### config.mk
export PLATFORM = sky130hd
export DESIGN_NAME = uart_host_link
export DESIGN_NICKNAME = d
export VERILOG_FILES = /design/src/rtl/uart_host_link.sv
export SDC_FILE = /design/constraint.sdc
export NUM_CORES = 1
export LEC_CHECK = 0
export ABC_AREA = 1
export CELL_PAD_IN_SITES_DETAIL_PLACEMENT = 0
export CELL_PAD_IN_SITES_GLOBAL_PLACEMENT = 1
export CORE_ASPECT_RATIO = 1.2
export CORE_MARGIN = 10
export CORE_UTILIZATION = 41
export CTS_BUF_LIST = sky130_fd_sc_hd__clkbuf_8
export CTS_CLUSTER_DIAMETER = 60
export CTS_CLUSTER_SIZE = 25
export DETAILED_ROUTE_END_ITERATION = 7
export PLACE_DENSITY_LB_ADDON = 0.1
export SLEW_MARGIN = 25
export SYNTH_ARGS = -nofsm -noshare
export SYNTH_HDL_FRONTEND = slang
export SYNTH_SLANG_ARGS = --single-unit
### constraint.sdc
create_clock -name clk -period 1.85 [get_ports clk]
set_input_delay 0.185 -clock clk [delete_from_list [all_inputs] [get_ports clk]]
set_output_delay 0.185 -clock clk [all_outputs]
set_load 0.01 [all_outputs]
### src/rtl/uart_host_link.sv
// UART host link: sends one byte under RTS/CTS handshake, then waits for and checks the
// responder's echo, reporting match, framing error or timeout with a one-cycle pulse.
`timescale 1ns / 1ps

module uart_host_link #(
   parameter int unsigned CLKS_PER_BIT   = 434,
   parameter int unsigned TIMEOUT_CYCLES = 1000000
) (
   input  logic       clk,
   input  logic       rst_n,
   input  logic [7:0] req_data,
   input  logic       req_valid,
   output logic       req_ready,
   output logic       rts,
   input  logic       cts,
   output logic       tx,
   input  logic       rx,
   output logic       rsp_valid,
   output logic [7:0] rsp_data,
   output logic       rsp_match,
   output logic       rsp_timeout,
   output logic       rsp_frame_err
);

   localparam logic [15:0] BitLast  = 16'(CLKS_PER_BIT - 1);
   localparam logic [15:0] HalfLast = 16'(CLKS_PER_BIT / 2 - 1);
   localparam logic [23:0] TmoLast  = 24'(TIMEOUT_CYCLES - 1);
   localparam logic [23:0] TmoMax   = '1;

   typedef enum logic [2:0] {
      StIdle,
      StWaitCts,
      StSend,
      StWaitEcho,
      StRecv,
      StDone
   } state_e;

   state_e      state_q, state_d;
   logic        cts_s1_q, cts_s2_q;
   logic        rx_s1_q, rx_s2_q, rx_prev_q;
   logic        live_q;
   logic [7:0]  data_q, data_d;
   logic [15:0] clk_cnt_q, clk_cnt_d;
   logic [3:0]  bit_idx_q, bit_idx_d;
   logic [23:0] tmo_q, tmo_d;
   logic [23:0] tmo_inc;
   logic [7:0]  shift_q, shift_d;
   logic [7:0]  rsp_data_q, rsp_data_d;
   logic        rsp_match_q, rsp_match_d;
   logic        rsp_timeout_q, rsp_timeout_d;
   logic        rsp_frame_err_q, rsp_frame_err_d;
   logic [9:0]  frame;

   // Synchronizers; rx_prev_q provides the falling-edge reference for the start bit.
   always_ff @(posedge clk or negedge rst_n) begin
      if (!rst_n) begin
         cts_s1_q  <= 1'b0;
         cts_s2_q  <= 1'b0;
         rx_s1_q   <= 1'b1;
         rx_s2_q   <= 1'b1;
         rx_prev_q <= 1'b1;
         live_q    <= 1'b0;
      end else begin
         cts_s1_q  <= cts;
         cts_s2_q  <= cts_s1_q;
         rx_s1_q   <= rx;
         rx_s2_q   <= rx_s1_q;
         rx_prev_q <= rx_s2_q;
         live_q    <= 1'b1;
      end
   end

   always_ff @(posedge clk or negedge rst_n) begin
      if (!rst_n) begin
         state_q         <= StIdle;
         data_q          <= 8'h00;
         clk_cnt_q       <= 16'd0;
         bit_idx_q       <= 4'd0;
         tmo_q           <= 24'd0;
         shift_q         <= 8'h00;
         rsp_data_q      <= 8'h00;
         rsp_match_q     <= 1'b0;
         rsp_timeout_q   <= 1'b0;
         rsp_frame_err_q <= 1'b0;
      end else begin
         state_q         <= state_d;
         data_q          <= data_d;
         clk_cnt_q       <= clk_cnt_d;
         bit_idx_q       <= bit_idx_d;
         tmo_q           <= tmo_d;
         shift_q         <= shift_d;
         rsp_data_q      <= rsp_data_d;
         rsp_match_q     <= rsp_match_d;
         rsp_timeout_q   <= rsp_timeout_d;
         rsp_frame_err_q <= rsp_frame_err_d;
      end
   end

   always_comb begin
      state_d         = state_q;
      data_d          = data_q;
      clk_cnt_d       = clk_cnt_q;
      bit_idx_d       = bit_idx_q;
      tmo_d           = tmo_q;
      shift_d         = shift_q;
      rsp_data_d      = rsp_data_q;
      rsp_match_d     = rsp_match_q;
      rsp_timeout_d   = rsp_timeout_q;
      rsp_frame_err_d = rsp_frame_err_q;
      tmo_inc         = (tmo_q == TmoMax) ? tmo_q : tmo_q + 24'd1;

      unique case (state_q)
         StIdle: begin
            if (req_valid && req_ready) begin
               data_d          = req_data;
               tmo_d           = 24'd0;
               clk_cnt_d       = 16'd0;
               bit_idx_d       = 4'd0;
               rsp_data_d      = 8'h00;
               rsp_match_d     = 1'b0;
               rsp_timeout_d   = 1'b0;
               rsp_frame_err_d = 1'b0;
               state_d         = StWaitCts;
            end
         end
         StWaitCts: begin
            if (cts_s2_q) begin
               state_d = StSend;
            end else if (tmo_q >= TmoLast) begin
               rsp_timeout_d = 1'b1;
               state_d       = StDone;
            end else begin
               tmo_d = tmo_inc;
            end
         end
         StSend: begin
            if (clk_cnt_q == BitLast) begin
               clk_cnt_d = 16'd0;
               if (bit_idx_q == 4'd9) begin
                  bit_idx_d = 4'd0;
                  tmo_d     = 24'd0;
                  state_d   = StWaitEcho;
               end else begin
                  bit_idx_d = bit_idx_q + 4'd1;
               end
            end else begin
               clk_cnt_d = clk_cnt_q + 16'd1;
            end
         end
         StWaitEcho: begin
            if (rx_prev_q && !rx_s2_q) begin
               clk_cnt_d = 16'd0;
               bit_idx_d = 4'd0;
               state_d   = StRecv;
            end else if (tmo_q >= TmoLast) begin
               rsp_timeout_d = 1'b1;
               state_d       = StDone;
            end else begin
               tmo_d = tmo_inc;
            end
         end
         StRecv: begin
            // Keep timing the echo so a run of glitches cannot hold off the timeout forever.
            tmo_d = tmo_inc;
            if (bit_idx_q == 4'd0) begin
               if (clk_cnt_q == HalfLast) begin
                  clk_cnt_d = 16'd0;
                  if (rx_s2_q) begin
                     state_d = StWaitEcho;
                  end else begin
                     bit_idx_d = 4'd1;
                  end
               end else begin
                  clk_cnt_d = clk_cnt_q + 16'd1;
               end
            end else if (clk_cnt_q == BitLast) begin
               clk_cnt_d = 16'd0;
               if (bit_idx_q == 4'd9) begin
                  bit_idx_d       = 4'd0;
                  rsp_data_d      = shift_q;
                  rsp_frame_err_d = !rx_s2_q;
                  rsp_match_d     = rx_s2_q && (shift_q == data_q);
                  state_d         = StDone;
               end else begin
                  shift_d   = {rx_s2_q, shift_q[7:1]};
                  bit_idx_d = bit_idx_q + 4'd1;
               end
            end else begin
               clk_cnt_d = clk_cnt_q + 16'd1;
            end
         end
         StDone: begin
            state_d = StIdle;
         end
         default: begin
            state_d = StIdle;
         end
      endcase
   end

   // Decoded from state so reset forces the line idle without waiting for a clock.
   assign frame         = {1'b1, data_q, 1'b0};
   assign tx            = (state_q == StSend) ? frame[bit_idx_q] : 1'b1;
   assign rts           = (state_q == StWaitCts) || (state_q == StSend);
   assign req_ready     = live_q && (state_q == StIdle);
   assign rsp_valid     = (state_q == StDone);
   assign rsp_data      = rsp_data_q;
   assign rsp_match     = rsp_match_q;
   assign rsp_timeout   = rsp_timeout_q;
   assign rsp_frame_err = rsp_frame_err_q;

endmodule

==> results of run 1 <==
## cell type report
class / count / area, sq um / share of cell area (%)
clock buffers: 11 / 151 / 2.31
inverters: 69 / 272 / 4.14
repair buffers: 112 / 973 / 14.8
multi-input cells: 549 / 2900 / 44.2
clock inverters: 5 / 56.3 / 0.858
flip-flops and latches: 80 / 2010 / 30.6
well taps: 161 / 201 / 3.07
## cell usage in the layout, fill, tap and decap left out, types with 10 or more instances in the layout
cell type                         Yosys  routed
sky130_fd_sc_hd__nand3_1             59      54
sky130_fd_sc_hd__a21oi_1             17      13
sky130_fd_sc_hd__nand2_1            227     216
sky130_fd_sc_hd__clkdlybuf4s50_1      0      22
sky130_fd_sc_hd__clkbuf_8             0      11
sky130_fd_sc_hd__o21ai_0             42      31
sky130_fd_sc_hd__buf_6                0      10
sky130_fd_sc_hd__buf_4                3      73
sky130_fd_sc_hd__nor2_1              90      78
sky130_fd_sc_hd__xor2_1              12      12
sky130_fd_sc_hd__nor3_1              14      14
sky130_fd_sc_hd__dfrtp_1             77      73
sky130_fd_sc_hd__o21ai_1              0      11
sky130_fd_sc_hd__nand4_1             28      28
sky130_fd_sc_hd__nand2_2              6      10
sky130_fd_sc_hd__inv_1               61      58
## worst max-delay path by stage
| stage | to | slack [ns] | cells past startpoint |
|---|---|---|---|
| floorplan | clk_cnt_q[10] | 0.01 | 9 |
| global placement | clk_cnt_q[5] | -0.02 | 10 |
| detailed placement | clk_cnt_q[5] | -0.08 | 10 |
| CTS | tx | -0.01 | 6 |
| global route | shift_q[1] | -0.05 | 11 |
| finish | shift_q[7] | 0.04 | 11 |
## registers in the layout, summed over array words and instances (netlist names)
signal,cells
rx_s2_q,1
rsp_match,1
cts_s2_q,1
data_q,8
rsp_data,8
rsp_timeout,1
rx_prev_q,1
shift_q,8
rsp_frame_err,1
state_q,3
clk_cnt_q,16
tmo_q,24
live_q,1
cts_s1_q,1
rx_s1_q,1
bit_idx_q,4
## cells by family after synthesis
logic type,after synthesis
buffers and inverters,82
AOI/OAI and AO/OA,79
other,1
and+or+nand+nor,448
xor gates and xnor gates,14
adders and majority gates,7
DFF,80
## routing by layer
layer	global-route usage [%]	up-vias
li1	-	2542
met1	19.4	2407
met2	31.4	77
met3	3.28	34
met4	9.73	0
met5	0	-
## cell usage after synthesis, types with 4 or more instances
library cell / n
sky130_fd_sc_hd__nand2_1: 227
sky130_fd_sc_hd__nor2_1: 90
sky130_fd_sc_hd__dfrtp_1: 77
sky130_fd_sc_hd__inv_1: 61
sky130_fd_sc_hd__nand3_1: 59
sky130_fd_sc_hd__o21ai_0: 42
sky130_fd_sc_hd__nand4_1: 28
sky130_fd_sc_hd__a21oi_1: 17
sky130_fd_sc_hd__nor3_1: 14
sky130_fd_sc_hd__xor2_1: 12
sky130_fd_sc_hd__inv_2: 8
sky130_fd_sc_hd__ha_1: 7
sky130_fd_sc_hd__o211ai_1: 7
sky130_fd_sc_hd__clkbuf_1: 6
sky130_fd_sc_hd__nand2_2: 6
sky130_fd_sc_hd__or2_2: 6
sky130_fd_sc_hd__nand3_2: 4
## power groups by stage
stage / Sequential, mW / Clock [mW] / Combinational, mW
floorplan: 1.79 / 0 / 0.00230
global placement: 1.79 / 0 / 0.0770
detailed placement: 1.79 / 0 / 0.0782
CTS: 1.76 / 1.42 / 0.0803
global route: 1.76 / 1.49 / 0.0874
finish: 1.76 / 1.37 / 0.0772
## through the flow
step	worst slack (ns)	TNS [ns]	hold slack (ns)	std cells
6_report	0.0406	0	0.212	987
5_1_grt	-0.0539	-0.626	0.188	987
4_1_cts	-0.0115	-0.0132	0.192	984
3_5_place_dp	-0.0821	-0.285	0.191	954
3_3_place_gp	-0.0239	-0.0239	0.190	954
2_1_floorplan	0.0117	0	-0.111	711
## critical path, delay by kind of cell, from the launching register on
family	cells	cell delay, ns
buf+inv	5	0.69
simple gates	4	0.35
flops	1	0.40
compound gates	2	0.26
## repair_timing
action | in CTS | in global routing
endpoints found under the hold margin | 30 | 0
pin swaps | 4 | 10
gates resized for setup | 30 | 72
setup buffers | 13 | 5
endpoints found under the setup margin | 22 | 64
hold buffers | 1 | 0
==> impl_table.tex, run 1 <==
\begin{tabular}{lr}
\hline
Metric & Value \\
\hline
\multicolumn{2}{l}{\textbf{Drt}} \\
\quad Detailed-router iteration count before antenna repair & 6 \\
\quad Sum of routed wire length over all layers & 14900 um \\
\quad Number of DRC markers after the initial detailed-route iteration & 363 \\
\quad Met3 Wirelength & 383 um \\
\quad Total DRC errors in the routed layout & 0 \\
\quad Post-route antenna net violation count & 0 \\
\quad Wire length on met2 & 7770 um \\
\quad Post-route met1 wirelength & 6180 um \\
\quad Number of vias after detailed routing & 5060 \\
\quad Highest metal layer with signal wires & met4 \\
\quad Via-to-Cell Ratio & 5.13 \\
\quad Drt wl/cell & 15.1 um \\
\multicolumn{2}{l}{\textbf{Critical path}} \\
\quad CP cell instances & buf\_6, buf\_6, nor2\_4, nand2\_4, buf\_12, a31oi\_4, buf\_6, nand4\_1, buf\_6, nand2\_1, o21ai\_0 \\
\quad Origin of the critical flop-to-flop path & state\_q[1] \\
\quad Crit end category & flip-flop \\
\quad Setup crit start & state\_q[1] \\
\quad CP Data Arrival Time & 2.07 ns \\
\quad Crit path largest cell delay & 0.40 ns \\
\quad R2r setup slk & 0.04 ns \\
\quad Maximum fanout along the worst path & 16 \\
\quad Library cell appearing most often on the critical path & sky130\_fd\_sc\_hd\_\_buf\_6 \\
\quad Cell type of the slowest stage on the worst timing path & sky130\_fd\_sc\_hd\_\_dfrtp\_1 \\
\quad Nature of the critical path startpoint & flip-flop \\
\quad Reg-to-reg endpoint & shift\_q[7] \\
\quad Critical Setup Path Class & flip-flop to flip-flop \\
\quad Worst Reg2Reg Path Length in Cells & 11 \\
\quad CP Data Required Time & 2.11 ns \\
\multicolumn{2}{l}{\textbf{Clock tree}} \\
\quad CTS tree & done \\
\quad Buffer cell driving the clock tree root & sky130\_fd\_sc\_hd\_\_clkbuf\_8 \\
\quad H-Tree Level Count & 3 \\
\quad Clock Tree Buf Depth & 2 \\
\quad Clock latency on the worst-skew pair & 0.38 ns \\
\quad Number of buffers added by the clock tree synthesis step & 9 \\
\quad Clock tree sinks & 80 \\
\quad Clock transition time at the flip-flop clock pins of the worst setup and hold paths & 0.08 ns \\
\multicolumn{2}{l}{\textbf{Global route}} \\
\quad Total global routing track utilization & 17.7\% \\
\quad Global-route wire length before repair & 24100 um \\
\quad Number of global-route vias before repair & 5012 \\
\quad Global route total overflow & 0 \\
\quad Pin count of the biggest net entering global routing & 35 \\
\quad Antenna violations before repair & 0 \\
\multicolumn{2}{l}{\textbf{Timing}} \\
\quad Number of endpoints failing setup at the final stage & 0 \\
\quad Final clock period utilization by the worst path & 97.8\% \\
\quad Setup repair after global routing missed its margin & yes \\
\quad Clock skew after layout & 0.00964 ns \\
\quad Final Hold Fails & 0 \\
\quad Worst Max-Slew Pin Slew & 0.503 ns \\
\quad Min Clock Period, post-route & 1.81 ns \\
\quad Max\_slew headroom & 66.5\% \\
\quad Final Slew Violations & 0 \\
\quad Upper clock frequency limit & 553 MHz \\
\multicolumn{2}{l}{\textbf{Power and ir drop}} \\
\quad Internal Pwr Total & 2.48 mW \\
\quad Leak Pwr & 3.03 nW \\
\quad Total power per unit cell area & 489 nW/um\^{}2 \\
\quad Switch share & 22.8\% \\
\quad Peak VDD IR & 0.000259 V \\
\quad Combinational cell fraction of total power & 2.4\% \\
\quad Clock share of power & 42.8\% \\
\quad Post-layout total power & 3.21 mW \\
\quad P\_sw & 0.732 mW \\
\quad Register share of total power & 54.8\% \\
\multicolumn{2}{l}{\textbf{Synth}} \\
\quad Net count after synthesis & 731 \\
\quad Simple-gate share of the synthesized area & 39.8\% \\
\quad Post-synthesis average cell area & 7.01 sq um \\
\quad Mux share of post-synthesis cell area & 0\% \\
\quad Largest area contributor in the synthesized netlist & sky130\_fd\_sc\_hd\_\_dfrtp\_1 \\
\quad Instance count of the mapped netlist & 711 \\
\quad Async set-or-reset flop fraction in the synthesized netlist & 100\% \\
\quad Synth area leaders & sky130\_fd\_sc\_hd\_\_dfrtp\_1 (39\%), sky130\_fd\_sc\_hd\_\_nand2\_1 (17\%), sky130\_fd\_sc\_hd\_\_nor2\_1 (6.8\%) \\
\quad Netlist area before placement & 4980 sq um \\
\quad Number of synthesized register bits & 80 \\
\quad Top-area cell type share of the netlist area & 38.7\% \\
\quad Post-synth EDFFs & 0 \\
\quad Number of distinct library cell variants in the gate-level netlist after synthesis & 42 \\
\quad Portion of the post-synthesis area used by sequential elements & 40.3\% \\
\quad Compound-gate portion of the synthesized area & 9.19\% \\
\quad Number of warnings issued by yosys & 0 \\
\quad Adder-cell share of the synthesized area & 1.76\% \\
\quad Post-synth top flop & sky130\_fd\_sc\_hd\_\_dfrtp\_1 \\
\quad Largest family of logic cells by synthesized area & simple AND/OR/NAND/NOR gates \\
\quad Post-synthesis xor/xnor area fraction & 2.46\% \\
\multicolumn{2}{l}{\textbf{Floorplanning}} \\
\quad Die Span X & 121 um \\
\quad Number of primary I/O pins & 28 \\
\quad Starting Density & 41.5\% \\
\quad Die Footprint & 17000 sq um \\
\quad Standard cell core area & 12000 sq um \\
\quad Number of placement rows & 44 \\
\quad Die boundary height & 141 um \\
\multicolumn{2}{l}{\textbf{Placement}} \\
\quad Routability congestion estimate & 0.925 \\
\quad Area after DPL & 5920 sq um \\
\quad Post-detail-place hpwl & 11100 um \\
\quad Port Buffers & 27 \\
\multicolumn{2}{l}{\textbf{Finish}} \\
\quad Number of diodes added for antenna fixing & 0 \\
\quad Area Overhead vs Synth & 31.8\% \\
\quad Share of cells above drive strength 1 & 22.8\% \\
\quad Fillers & 1220 \\
\quad Final std cell area, no fill & 6570 sq um \\
\quad Fraction of the core area covered by cells at the end of the flow & 54.7\% \\
\quad Final-stage net count & 841 \\
\multicolumn{2}{l}{\textbf{Hold path}} \\
\quad Type of the tightest min-delay check & primary input to flip-flop \\
\quad Startpoint of the lowest-slack hold path & rx \\
\quad Cells on Worst Hold Path & 1 \\
\quad Worst Hold End & rx\_s1\_q \\
\multicolumn{2}{l}{\textbf{Status}} \\
\quad Result of the run & completed \\
\multicolumn{2}{l}{\textbf{Run}} \\
\quad Maximum capacitance violations & 0 \\
\hline
\end{tabular}
(Power assumes the default switching activity.)
==> run 2: changes to the inputs <==
- REMOVE_ABC_BUFFERS: unset -> 1
==> impl_table.tex, run 2 (synthesized netlist as in run 1, its figures left out) <==
\begin{tabular}{lr}
\hline
Metric & Value \\
\hline
\multicolumn{2}{l}{\textbf{Global route}} \\
\quad Number of global-route vias before repair & 4969 \\
\quad Global route total overflow & 0 \\
\quad Antenna violations before repair & 0 \\
\quad Total global routing track utilization & 17.8\% \\
\quad Global-route wire length before repair & 24500 um \\
\quad Pin count of the biggest net entering global routing & 40 \\
\multicolumn{2}{l}{\textbf{Floorplanning}} \\
\quad Die Footprint & 17000 sq um \\
\quad Starting Density & 41.5\% \\
\quad Standard cell core area & 12000 sq um \\
\quad Number of primary I/O pins & 28 \\
\quad Number of placement rows & 44 \\
\quad Die Span X & 121 um \\
\quad Die boundary height & 141 um \\
\multicolumn{2}{l}{\textbf{Clock tree}} \\
\quad Clock transition time at the flip-flop clock pins of the worst setup and hold paths & 0.09 ns \\
\quad CTS tree & done \\
\quad Buffer cell driving the clock tree root & sky130\_fd\_sc\_hd\_\_clkbuf\_8 \\
\quad Clock tree sinks & 80 \\
\quad Clock latency on the worst-skew pair & 0.38 ns \\
\quad H-Tree Level Count & 3 \\
\quad Clock Tree Buf Depth & 2 \\
\quad Number of buffers added by the clock tree synthesis step & 9 \\
\multicolumn{2}{l}{\textbf{Power and ir drop}} \\
\quad Leak Pwr & 3.03 nW \\
\quad Peak VDD IR & 0.000248 V \\
\quad Post-layout total power & 3.23 mW \\
\quad Total power per unit cell area & 503 nW/um\^{}2 \\
\multicolumn{2}{l}{\textbf{Run}} \\
\quad Maximum capacitance violations & 0 \\
\multicolumn{2}{l}{\textbf{Critical path}} \\
\quad Reg-to-reg endpoint & tmo\_q[18] \\
\quad Nature of the critical path startpoint & flip-flop \\
\quad Worst setup path endpoint & tx \\
\quad CP Data Required Time & 1.66 ns \\
\quad R2r setup slk & 0.08 ns \\
\quad Setup crit start & bit\_idx\_q[0] \\
\quad Worst Reg2Reg Path Length in Cells & 11 \\
\quad Crit end category & primary output \\
\quad Critical Setup Path Class & flip-flop to primary output \\
\quad Origin of the critical flop-to-flop path & clk\_cnt\_q[15] \\
\quad CP Data Arrival Time & 1.61 ns \\
\quad Maximum fanout along the worst path & 5 \\
\multicolumn{2}{l}{\textbf{Drt}} \\
\quad Sum of routed wire length over all layers & 14800 um \\
\quad Total DRC errors in the routed layout & 0 \\
\quad Drt wl/cell & 15.0 um \\
\quad Number of DRC markers after the initial detailed-route iteration & 205 \\
\quad Number of vias after detailed routing & 4990 \\
\quad Detailed-router iteration count before antenna repair & 4 \\
\quad Via-to-Cell Ratio & 5.06 \\
\quad Post-route antenna net violation count & 0 \\
\multicolumn{2}{l}{\textbf{Timing}} \\
\quad Setup TNS & 0 ns \\
\quad Worst Max-Slew Pin Slew & 0.561 ns \\
\quad Final clock period utilization by the worst path & 97.3\% \\
\quad Clock skew after layout & 0.00832 ns \\
\quad Final Hold Fails & 0 \\
\quad Setup WS post-layout & 0.0504 ns \\
\quad Worst hold-check slack & 0.211 ns \\
\quad Number of endpoints failing setup at the final stage & 0 \\
\quad Upper clock frequency limit & 556 MHz \\
\quad Setup repair after global routing missed its margin & yes \\
\quad Final Slew Violations & 0 \\
\quad Max\_slew headroom & 62.6\% \\
\quad Min Clock Period, post-route & 1.80 ns \\
\multicolumn{2}{l}{\textbf{Placement}} \\
\quad Post-detail-place hpwl & 11200 um \\
\quad DP Cell Count & 962 \\
\quad Port Buffers & 27 \\
\quad Area after DPL & 5980 sq um \\
\quad Worst-case setup slack after placement & -0.153 ns \\
\quad Routability congestion estimate & 0.923 \\
\multicolumn{2}{l}{\textbf{Finish}} \\
\quad Final cell count without fillers & 987 \\
\quad Number of diodes added for antenna fixing & 0 \\
\quad Top reg by flops & tmo\_q \\
\quad Number of flip-flops in the largest register & 24 \\
\quad Final std cell area, no fill & 6420 sq um \\
\quad Final-stage net count & 841 \\
\quad Largest regs & tmo\_q x24, clk\_cnt\_q x16 \\
\quad Most common cell after layout, fill and taps aside & sky130\_fd\_sc\_hd\_\_nand2\_1 \\
\quad Share of cells above drive strength 1 & 21.5\% \\
\quad Fraction of the core area covered by cells at the end of the flow & 53.5\% \\
\quad Top library cells by usage in the layout, fill and taps aside & sky130\_fd\_sc\_hd\_\_nand2\_1 (223), sky130\_fd\_sc\_hd\_\_buf\_4 (81), sky130\_fd\_sc\_hd\_\_nor2\_1 (80), sky130\_fd\_sc\_hd\_\_dfrtp\_1 (73), sky130\_fd\_sc\_hd\_\_inv\_1 (57) \\
\quad Area Overhead vs Synth & 29.0\% \\
\multicolumn{2}{l}{\textbf{Hold path}} \\
\quad Type of the tightest min-delay check & primary input to flip-flop \\
\multicolumn{2}{l}{\textbf{Status}} \\
\quad Result of the run & completed \\
\hline
\end{tabular}
-- run 2: area by class of cell --
| type | instances | area [sq um] |
|---|---|---|
| timing repair buffer | 111 | 921 |
| multi-input combinational | 549 | 2810 |
| inverter | 69 | 264 |
| tap | 161 | 201 |
| clock buffer | 9 | 124 |
| sequential | 80 | 2010 |
| clock inverter | 7 | 83.8 |
| fill | 1226 | 5580 |
| timing repair inverter | 1 | 7.51 |
-- run 2: worst min path at each step --
stage | end | slack (ns) | startpoint | cells past startpoint
2_1_floorplan | bit_idx_q[0] | -0.11 | rst_n | 0
3_3_place_gp | clk_cnt_q[14] | 0.21 | rst_n | 1
3_5_place_dp | clk_cnt_q[14] | 0.22 | rst_n | 1
4_1_cts | rx_s1_q | 0.20 | rx | 1
5_1_grt | rx_s1_q | 0.22 | rx | 1
6_report | rx_s1_q | 0.21 | rx | 1
-- run 2: layer usage --
layer  share of wire, %  global-route usage [%]  vias to the layer above
met5                  0                       0                        -
li1                   -                       -                     2542
met1                 42                    20.4                     2357
met2                 53                    32.1                       72
met4                2.6                    7.89                        0
met3                2.4                    2.16                       19
-- run 2: worst max-delay path, cell delays in order (launching register included) --
cell,delay (ns)
sky130_fd_sc_hd__dfrtp_2,0.45
sky130_fd_sc_hd__clkinvlp_4,0.16
sky130_fd_sc_hd__o21ai_1,0.15
sky130_fd_sc_hd__nand3_1,0.09
sky130_fd_sc_hd__a31o_2,0.24
sky130_fd_sc_hd__buf_2,0.14
-- run 2: where the power goes --
group	switching (mW)	leakage, nW	internal (mW)	total (mW)
clock	0.747	0.103	0.649	1.40
combinational	0.0444	1.99	0.0318	0.0763
sequential	0.00370	0.936	1.76	1.76
-- run 2: timing repair --
action                                  in CTS  in global routing
hold buffers                                 1                  0
endpoints found under the setup margin      23                 61
endpoints found under the hold margin       33                  0
resized for setup                           14                 48
pin swaps                                    0                 10
cloned                                       0                  1
setup buffers                                1                  6
